`src/rtl/numeros_com_sinal_pipe_pkg.sv`:
```
// numeros_pkg: op-code encodings and the shared clamp/wrap function used by
// the signed/unsigned pipelined operator.
//   OP_*         3-bit operation codes carried on codigo
//   RAW_MAX      widest raw value the helper function accepts
//   sat_res_t    helper result: {value (RAW_MAX bits), overflow flag}
//   sat_or_wrap  range-checks a raw value against a wo-bit signed range and
//                either clamps it or keeps its low wo bits (sign-extended)
package numeros_pkg;

  localparam logic [2:0] OP_SADD = 3'd0;
  localparam logic [2:0] OP_UADD = 3'd1;
  localparam logic [2:0] OP_SSUB = 3'd2;
  localparam logic [2:0] OP_MIX  = 3'd3;
  localparam logic [2:0] OP_SMUL = 3'd4;
  localparam logic [2:0] OP_ACC  = 3'd5;
  localparam logic [2:0] OP_CLR  = 3'd6;
  localparam logic [2:0] OP_RSVD = 3'd7;

  // Callers sign-extend their raw value up to this width first.
  localparam int RAW_MAX = 64;

  typedef struct packed {
    logic [RAW_MAX-1:0] val;
    logic               ovf;
  } sat_res_t;

  function automatic sat_res_t sat_or_wrap(input logic signed [RAW_MAX-1:0] raw,
                                           input logic                      sat,
                                           input int                        wo);
    logic signed [RAW_MAX-1:0] hi;
    logic signed [RAW_MAX-1:0] lo;
    logic signed [RAW_MAX-1:0] wrapped;
    sat_res_t                  r;
    hi      = (64'sd1 <<< (wo - 1)) - 64'sd1;
    lo      = ~hi;
    // Shift the low wo bits to the top and back to sign-extend them.
    wrapped = (raw <<< (RAW_MAX - wo)) >>> (RAW_MAX - wo);
    r.ovf   = (raw > hi) || (raw < lo);
    if (sat && r.ovf)
      r.val = (raw > hi) ? hi : lo;
    else
      r.val = wrapped;
    return r;
  endfunction

endpackage

```
`src/rtl/numeros_com_sinal_pipe_if.sv`:
```
// Handshake/data bundle of numeros_com_sinal_pipe.
//   entrada_signed_1/2, entrada_unsigned_1/2, codigo, in_valid : request side
//   in_ready                                                    : request accept
//   saida, overflow, erro, out_valid                            : result side
//   out_ready                                                   : result accept
// master = producer/consumer around the block, slave = the block itself.
interface numeros_com_sinal_pipe_if #(
  parameter int W1 = 8,
  parameter int W2 = 4,
  parameter int WO = 8
);
  logic signed [W1-1:0] entrada_signed_1;
  logic signed [W2-1:0] entrada_signed_2;
  logic        [W1-1:0] entrada_unsigned_1;
  logic        [W2-1:0] entrada_unsigned_2;
  logic        [2:0]    codigo;
  logic                 in_valid;
  logic                 in_ready;
  logic signed [WO-1:0] saida;
  logic                 overflow;
  logic                 erro;
  logic                 out_valid;
  logic                 out_ready;

  modport master (
    output entrada_signed_1, entrada_signed_2, entrada_unsigned_1,
           entrada_unsigned_2, codigo, in_valid, out_ready,
    input  in_ready, saida, overflow, erro, out_valid
  );

  modport slave (
    input  entrada_signed_1, entrada_signed_2, entrada_unsigned_1,
           entrada_unsigned_2, codigo, in_valid, out_ready,
    output in_ready, saida, overflow, erro, out_valid
  );
endinterface

```
`src/rtl/numeros_com_sinal_pipe_satura.sv`:
```
// numeros_satura: combinational clamp (SAT=1) or two's-complement wrap (SAT=0)
// of a WR-bit signed raw value down to WO bits, with an out-of-range flag.
//   raw : WR-bit signed input
//   val : WO-bit signed result
//   ovf : raw was outside the WO-bit signed range
module numeros_satura
  import numeros_pkg::*;
#(
  parameter int WR  = 17,
  parameter int WO  = 8,
  parameter int SAT = 1
) (
  input  logic signed [WR-1:0] raw,
  output logic signed [WO-1:0] val,
  output logic                 ovf
);

  logic signed [RAW_MAX-1:0] raw_x;
  sat_res_t                  res;
  logic [RAW_MAX-WO-1:0]     hi_bits_unused;

  assign raw_x          = {{(RAW_MAX-WR){raw[WR-1]}}, raw};
  assign res            = sat_or_wrap(raw_x, SAT != 0, WO);
  assign val            = res.val[WO-1:0];
  assign hi_bits_unused = res.val[RAW_MAX-1:WO];
  assign ovf            = res.ovf;

endmodule

```
`src/rtl/numeros_com_sinal_pipe.sv`:
```
// numeros_com_sinal_pipe: two-stage pipelined signed/unsigned operator.
//   clk : rising-edge clock
//   rst : asynchronous active-high reset, flushes both stages and acc
//   bus : slave side of numeros_com_sinal_pipe_if (valid/ready in and out)
// Stage 1 forms a WO+W1+1 bit raw result; stage 2 clamps or wraps it to WO
// bits. Both stages share one enable, so a stalled output freezes the whole
// pipe. The accumulator is updated at accept time with the already
// clamped/wrapped value, so back-to-back ACC operations chain without hazard.
module numeros_com_sinal_pipe
  import numeros_pkg::*;
#(
  parameter int W1  = 8,
  parameter int W2  = 4,
  parameter int WO  = 8,
  parameter int SAT = 1
) (
  input logic                     clk,
  input logic                     rst,
  numeros_com_sinal_pipe_if.slave bus
);

  localparam int WR = WO + W1 + 1;

  logic                 en;
  logic                 accept;

  logic signed [WR-1:0] a_x;
  logic signed [WR-1:0] b_x;
  logic signed [WR-1:0] c_x;
  logic signed [WR-1:0] d_x;
  logic signed [WR-1:0] acc_x;
  logic signed [WR-1:0] raw_c;

  logic signed [WO-1:0] acc;
  logic signed [WO-1:0] acc_next;
  logic                 acc_ovf_unused;

  logic                 s1_valid;
  logic signed [WR-1:0] s1_raw;
  logic                 s1_rsvd;

  logic signed [WO-1:0] sat_val;
  logic                 sat_ovf;

  logic                 s2_valid;
  logic signed [WO-1:0] saida_q;
  logic                 ovf_q;
  logic                 erro_q;

  // Output stall freezes everything; in_ready follows out_ready combinationally.
  assign en           = !s2_valid || bus.out_ready;
  assign accept       = bus.in_valid && en;
  assign bus.in_ready = en;

  assign a_x   = {{(WR-W1){bus.entrada_signed_1[W1-1]}}, bus.entrada_signed_1};
  assign b_x   = {{(WR-W2){bus.entrada_signed_2[W2-1]}}, bus.entrada_signed_2};
  assign c_x   = {{(WR-W1){1'b0}}, bus.entrada_unsigned_1};
  assign d_x   = {{(WR-W2){1'b0}}, bus.entrada_unsigned_2};
  assign acc_x = {{(WR-WO){acc[WO-1]}}, acc};

  // WR covers the full W1+W2 product, so the low WR bits of the product are exact.
  always_comb begin
    raw_c = '0;
    case (bus.codigo)
      OP_SADD: raw_c = a_x + b_x;
      OP_UADD: raw_c = c_x + d_x;
      OP_SSUB: raw_c = a_x - b_x;
      OP_MIX:  raw_c = a_x + d_x;
      OP_SMUL: raw_c = a_x * b_x;
      OP_ACC:  raw_c = acc_x + a_x;
      default: raw_c = '0;
    endcase
  end

  numeros_satura #(.WR(WR), .WO(WO), .SAT(SAT)) u_acc_sat (
    .raw (raw_c),
    .val (acc_next),
    .ovf (acc_ovf_unused)
  );

  always_ff @(posedge clk or posedge rst) begin
    if (rst) begin
      acc <= '0;
    end else if (accept) begin
      if (bus.codigo == OP_ACC)
        acc <= acc_next;
      else if (bus.codigo == OP_CLR)
        acc <= '0;
    end
  end

  // Bubbles carry a zero raw so stage 2 never shows stale data.
  always_ff @(posedge clk or posedge rst) begin
    if (rst) begin
      s1_valid <= 1'b0;
      s1_raw   <= '0;
      s1_rsvd  <= 1'b0;
    end else if (en) begin
      s1_valid <= bus.in_valid;
      s1_raw   <= bus.in_valid ? raw_c : '0;
      s1_rsvd  <= bus.in_valid && (bus.codigo == OP_RSVD);
    end
  end

  numeros_satura #(.WR(WR), .WO(WO), .SAT(SAT)) u_out_sat (
    .raw (s1_raw),
    .val (sat_val),
    .ovf (sat_ovf)
  );

  always_ff @(posedge clk or posedge rst) begin
    if (rst) begin
      s2_valid <= 1'b0;
      saida_q  <= '0;
      ovf_q    <= 1'b0;
      erro_q   <= 1'b0;
    end else if (en) begin
      s2_valid <= s1_valid;
      saida_q  <= sat_val;
      ovf_q    <= sat_ovf;
      erro_q   <= s1_rsvd;
    end
  end

  assign bus.out_valid = s2_valid;
  assign bus.saida     = saida_q;
  assign bus.overflow  = ovf_q;
  assign bus.erro      = erro_q;

endmodule
```
`src/flat_wrapper.sv`:
```
// flat-port wrapper written by rule: the top's interface ports become plain ports
module numeros_com_sinal_pipe_flat import numeros_pkg::*;
#(
  parameter int W1  = 8,
  parameter int W2  = 4,
  parameter int WO  = 8,
  parameter int SAT = 1
)
  (clk, rst, bus_entrada_signed_1, bus_entrada_signed_2, bus_entrada_unsigned_1, bus_entrada_unsigned_2, bus_codigo, bus_in_valid, bus_out_ready, bus_in_ready, bus_saida, bus_overflow, bus_erro, bus_out_valid);
  numeros_com_sinal_pipe_if #(.W1(W1), .W2(W2), .WO(WO)) bus_i ();
  input logic clk;
  input logic rst;
  input wire logic [$bits(bus_i.entrada_signed_1)-1:0] bus_entrada_signed_1;
  input wire logic [$bits(bus_i.entrada_signed_2)-1:0] bus_entrada_signed_2;
  input wire logic [$bits(bus_i.entrada_unsigned_1)-1:0] bus_entrada_unsigned_1;
  input wire logic [$bits(bus_i.entrada_unsigned_2)-1:0] bus_entrada_unsigned_2;
  input wire logic [$bits(bus_i.codigo)-1:0] bus_codigo;
  input wire logic [$bits(bus_i.in_valid)-1:0] bus_in_valid;
  input wire logic [$bits(bus_i.out_ready)-1:0] bus_out_ready;
  output wire logic [$bits(bus_i.in_ready)-1:0] bus_in_ready;
  output wire logic [$bits(bus_i.saida)-1:0] bus_saida;
  output wire logic [$bits(bus_i.overflow)-1:0] bus_overflow;
  output wire logic [$bits(bus_i.erro)-1:0] bus_erro;
  output wire logic [$bits(bus_i.out_valid)-1:0] bus_out_valid;
  assign bus_i.entrada_signed_1 = bus_entrada_signed_1;
  assign bus_i.entrada_signed_2 = bus_entrada_signed_2;
  assign bus_i.entrada_unsigned_1 = bus_entrada_unsigned_1;
  assign bus_i.entrada_unsigned_2 = bus_entrada_unsigned_2;
  assign bus_i.codigo = bus_codigo;
  assign bus_i.in_valid = bus_in_valid;
  assign bus_i.out_ready = bus_out_ready;
  assign bus_in_ready = bus_i.in_ready;
  assign bus_saida = bus_i.saida;
  assign bus_overflow = bus_i.overflow;
  assign bus_erro = bus_i.erro;
  assign bus_out_valid = bus_i.out_valid;
  numeros_com_sinal_pipe #(.W1(W1), .W2(W2), .WO(WO), .SAT(SAT)) u_core (.clk(clk), .rst(rst), .bus(bus_i));
endmodule
```
`config.mk`:
```
export PLATFORM = sky130hd
export DESIGN_NAME = numeros_com_sinal_pipe_flat
export DESIGN_NICKNAME = d
export VERILOG_FILES = /design/src/rtl/numeros_com_sinal_pipe_pkg.sv /design/src/rtl/numeros_com_sinal_pipe_if.sv /design/src/rtl/numeros_com_sinal_pipe_satura.sv /design/src/rtl/numeros_com_sinal_pipe.sv /design/src/flat_wrapper.sv
export SDC_FILE = /design/constraint.sdc
export NUM_CORES = 1
export LEC_CHECK = 0
export BUFFER_PORTS_ARGS = -buffer_cell sky130_fd_sc_hd__buf_4
export CORE_MARGIN = 2
export CORE_UTILIZATION = 54
export DETAILED_ROUTE_END_ITERATION = 7
export GPL_TIMING_DRIVEN = 0
export PLACE_DENSITY_LB_ADDON = 0.08
export SETUP_SLACK_MARGIN = 0.5
export SYNTH_ARGS = -nofsm -noshare
export SYNTH_HDL_FRONTEND = slang
export SYNTH_HIERARCHICAL = 1
export SYNTH_SLANG_ARGS = --single-unit
```
`constraint.sdc`:
```
create_clock -name clk -period 8.5 [get_ports clk]
set_input_delay 0 -clock clk [delete_from_list [all_inputs] [get_ports clk]]
set_output_delay 0 -clock clk [all_outputs]
set_load 0.03 [all_outputs]
```
==> results of run 1 <==
-- layer usage --
| metal | GRT usage | vias to the layer above |
|---|---|---|
| met5 | 0 | - |
| met4 | 0.136 | 0 |
| met3 | 0.0279 | 37 |
| met2 | 0.468 | 154 |
| met1 | 0.358 | 2083 |
| li1 | - | 2132 |
-- worst paths after layout --
kind,startpoint,to,cells past startpoint
max,bus_entrada_signed_1[0],u_core/acc[2],21
min in group asynchronous,rst,u_core/acc[6],3
min,bus_codigo[0],u_core/s1_raw[15],3
max in group asynchronous,rst,u_core/bus.saida[2],4
min reg2reg,u_core/bus.saida[3],u_core/bus.saida[3],2
max reg2reg,u_core/acc[0],u_core/acc[2],12
-- worst register-to-register path: cells and delay by family, from the launching register on --
| family | cells | cell delay (ps) |
|---|---|---|
| simple gates | 3 | 790 |
| compound gates | 7 | 1800 |
| fa+ha+maj | 2 | 660 |
| flops | 1 | 400 |
-- cell type report --
class / instances / area [um2]
inverter: 32 / 120
fill: 786 / 3270
timing repair buffer: 45 / 363
clock inverter: 1 / 5.00
tap: 108 / 135
sequential: 33 / 826
buffer: 30 / 146
clock buffer: 7 / 96.3
multi-input combinational: 461 / 3680
-- state kept, by name, summed over array words and instances (netlist names) --
register	cells
u_core/s1_valid	1
u_core/s1_rsvd	1
u_core/bus.erro	1
u_core/acc	8
u_core/bus.out_valid	1
u_core/bus.saida	8
u_core/bus.overflow	1
u_core/s1_raw	12
-- per-stage QoR --
step	setup slack (ps)	power [W]	area, um2
after global routing	3040	0.000904	5370
after CTS	3480	0.000833	5330
after detailed placement	3170	0.000700	5220
after global placement	3250	0.000688	5220
final	3430	0.000834	5370
after floorplan	3860	0.000562	4770
-- power by group through the flow --
| stage | sequential, W | combinational (W) | clock, W |
|---|---|---|---|
| 2_1_floorplan | 0.000240 | 0.000322 | 0 |
| 3_3_place_gp | 0.000210 | 0.000478 | 0 |
| 3_5_place_dp | 0.000212 | 0.000488 | 0 |
| 4_1_cts | 0.000209 | 0.000491 | 0.000133 |
| 5_1_grt | 0.000214 | 0.000551 | 0.000139 |
| 6_report | 0.000209 | 0.000496 | 0.000129 |
-- what timing repair did --
item,CTS,global route
setup buffers,0,0
hold endpoints to repair,1,8
hold buffers,1,1
==> flow_summary.ini, run 1 <==
[cts]
htree_levels = 2
clkSinkCount = 33
cts_tree = yes
numCtsBuffers = 5
root_buffer = clkbuf_8
cts_resized = 0
clkSlewWorstSetupHoldPaths_ps = 70
clk_latency_ps = 280
cts_buffer_depth = 2

[timing]
setup_tns_ps = 0
setup_viol = 0
rsz0062_at_grt = false
final_max_slew_viol_count = 0
fin_skew_ps = 8.14
fin_crit_ps = 5070
worst_pin_slew_ps = 1130
hold_viol = 0
finalCritPeriodShare = 0.596
holdWs_ps = 188
max-slew-margin-rel = 0.240
fmax_mhz = 197

[critical_path]
reg2reg_slack_ps = 4750
crit_type = in2reg
critical_path.max_fanout = 11
cpLargestDelayFamily = adder cells
crit_buf_inv = 4
cp_data_required_time_ps = 8660
cp.arrival_ps = 5220
end_kind = flop
worstSetupStartpointType = primary input
path_common_cell = fa_1
slowest_delay_ps = 630
path_cells = buf_4 > inv_1 > nand2_1 > fa_1 > fa_1 > fa_1 > inv_1 > ha_1 > fa_1 > nand3_1 > a21boi_0 > or2_2 > a31oi_1 > xor2_1 > o21bai_1 > or4_4 > buf_6 > nor4_2 > o2bb2ai_1 > nand2_1 > o21ai_0
cpMaxStageDelayCell = or4_4

[final_layout]
utilization = 0.622
layout.cells.most_common_list = nand2_1 (67), ha_1 (57), buf_4 (42)
nets = 718
final_common_cell = nand2_1
area_delta_synth_final_pct = 12.6
instances_no_fill = 717
diodes = 0
drive_above_1_share = 0.156

[pwr]
p_clk_frac = 0.155
sequentialPowerShare = 0.250
switchingPower_w = 0.000370
power.density_nw_per_um2 = 155
p_sw_frac = 0.443
leakage_nw = 2.50
pwr-share-comb = 0.595
intPower_w = 0.000464
ir_drop_mv = 0.0789

[floorplanning]
io_pins = 43
start_util = 0.552
core_um2 = 8640
die_area_um2 = 9600
dieWidth_um = 98.0
fp-row-count = 34
fp.dieH_um = 98.0

[logic_synthesis]
synth_area_um2 = 4770
synth.net_count = 666
yosys_warnings = 6
synth.avg_cell_area_um2 = 8.58
synthCells = 556

[detailed_routing]
routed_wl_um = 13000
drcViolationCount = 0
ant_nets = 0
route.met2.wl_um = 6130
wl_met3_um = 674
vias = 4406
wl_per_cell_um = 18.1
dr.pass1.iters = 8
first_iter_violations = 293
wl_met1_um = 5590
vias_per_cell = 6.15
highest_layer = met4

[placed_design]
io_buffers = 42
place_hpwl_um = 10600
place_congestion = 0.939
dp.cells = 706

[global_route]
antenna_found_initial = 0
grt_max_degree = 34
grt_util_all_layers = 0.278
grt_pass1_vias = 4414
grt_pass1_wl_um = 21600
overflow = 0

[run_status]
status = completed

[job]
cap_violations = 0

[hold_path]
hold_path.class = in2reg
(Power assumes the default switching activity.)
==> inputs of run 2 (changes only) <==
Clock period 8.5 ns to 4.4 ns, I/O delays scaled along.
==> flow_summary.ini, run 2 (synthesized netlist as in run 1, its figures left out) <==
[placed_design]
place_hpwl_um = 10700
io_buffers = 42
place_congestion = 0.980
place_ws_ps = -504

[global_route]
overflow = 0
grt_pass1_wl_um = 22500
antenna_found_initial = 0
grt_util_all_layers = 0.292
grt_max_degree = 34
grt_pass1_vias = 4409

[final_layout]
nets = 744
final_common_cell = nand2_1
layout.cells.most_common_list = nand2_1 (64), buf_4 (60), ha_1 (51)
regMostFlops = u_core/s1_raw
area_delta_synth_final_pct = 24.3
diodes = 0
multi_input_area_um2 = 3910
drive_above_1_share = 0.247
fillCellCount = 708
seq_area_um2 = 826
largest_reg_flops = 12

[floorplanning]
start_util = 0.552
io_pins = 43
fp.dieH_um = 98.0
die_area_um2 = 9600
fp-row-count = 34
core_um2 = 8640
dieWidth_um = 98.0

[job]
cap_violations = 0

[cts]
clkSlewWorstSetupHoldPaths_ps = 80
root_buffer = clkbuf_8
clkSinkCount = 33
clk_latency_ps = 290
cts_buffer_depth = 2
numCtsBuffers = 5
cts_tree = yes
htree_levels = 2

[detailed_routing]
wl_per_cell_um = 18.8
dr.pass1.iters = 6
vias_per_cell = 6.25
vias = 4641
first_iter_violations = 282
drcViolationCount = 0
ant_nets = 0
routed_wl_um = 14000

[critical_path]
crit_type = in2reg
worstSetupStartpointType = primary input
end_kind = flop
cp_data_required_time_ps = 4560
critical_path.max_fanout = 7
cp.arrival_ps = 4470

[timing]
max-slew-margin-rel = 0.332
fin_crit_ps = 4310
final_max_slew_viol_count = 0
setup_viol = 0
fmax_mhz = 232
rsz0062_at_grt = true
hold_viol = 0
setup_tns_ps = 0
timing.final.ws_setup_ps = 92.1
worst_pin_slew_ps = 990
finalCritPeriodShare = 0.979
fin_skew_ps = 13.7
holdWs_ps = 223

[pwr]
power.density_nw_per_um2 = 323
ir_drop_mv = 0.148
leakage_nw = 2.67

[run_status]
status = completed

[hold_path]
hold_path.class = in2reg
[run 2: final timing paths]
check | cells after the start | end | start | slack [ps]
min in group asynchronous | 3 | u_core/bus.saida[5] | rst | 390
min reg2reg | 2 | u_core/bus.saida[1] | u_core/bus.saida[1] | 470
max | 21 | u_core/acc[5] | bus_entrada_signed_1[3] | 90
max reg2reg | 13 | u_core/acc[5] | u_core/acc[0] | 880
min | 3 | u_core/s1_raw[15] | bus_codigo[0] | 220
max in group asynchronous | 3 | u_core/acc[7] | rst | 3540
[run 2: through the flow]
stage / total power, W / utilization / instances / cell area [um2]
global placement: 0.00136 / 0.611 / 706 / 5280
CTS: 0.00184 / 0.668 / 735 / 5770
global route: 0.00204 / 0.687 / 743 / 5930
finish: 0.00191 / 0.687 / 743 / 5930
detailed placement: 0.00138 / 0.611 / 706 / 5280
floorplan: 0.00110 / - / 556 / 4830
[run 2: report_power, final]
group | leakage [nW] | internal, W | switching (W)
combinational | 2.18 | 0.000512 | 0.000658
sequential | 0.424 | 0.000360 | 0.0000386
clock | 0.0681 | 0.000225 | 0.000119
[run 2: area by class of cell]
cell class | instances | share of cell area
multi-input cells | 461 | 0.659
repair buffers | 71 | 0.104
clock inverters | 3 | 0.0110
flip-flops and latches | 33 | 0.139
well taps | 108 | 0.0228
plain buffers | 30 | 0.0293
clock buffers | 5 | 0.0116
inverters | 32 | 0.0236
[run 2: routing by layer]
layer	up-vias	GRT usage	part of all wire
met4	0	0.0865	0.035
met5	-	0	0
li1	2194	-	-
met3	46	0.0415	0.071
met1	2192	0.407	0.44
met2	209	0.475	0.45
[run 2: repair_timing]
| action | in CTS | in global routing |
|---|---|---|
| gates resized for setup | 41 | 22 |
| pin swaps | 7 | 5 |
| buffers inserted | 20 | 7 |
| hold buffers | 1 | 1 |
| setup endpoints to repair | 8 | 8 |
| endpoints found under the hold margin | 1 | 33 |
[run 2: worst max-delay path, cell delays in order]
cell and delay (ps):
buf_4 150, inv_1 100, ha_1 250, fa_1 520
fa_1 630, ha_4 230, ha_4 250, a21oi_2 190
a21boi_2 100, or2_4 250, a31oi_4 140, xor2_1 170
buf_4 160, o21bai_4 80, or4_4 540, buf_8 160
buf_4 140, nor4_4 130, o2bb2ai_1 120, nand2_1 80
o21ai_1 70
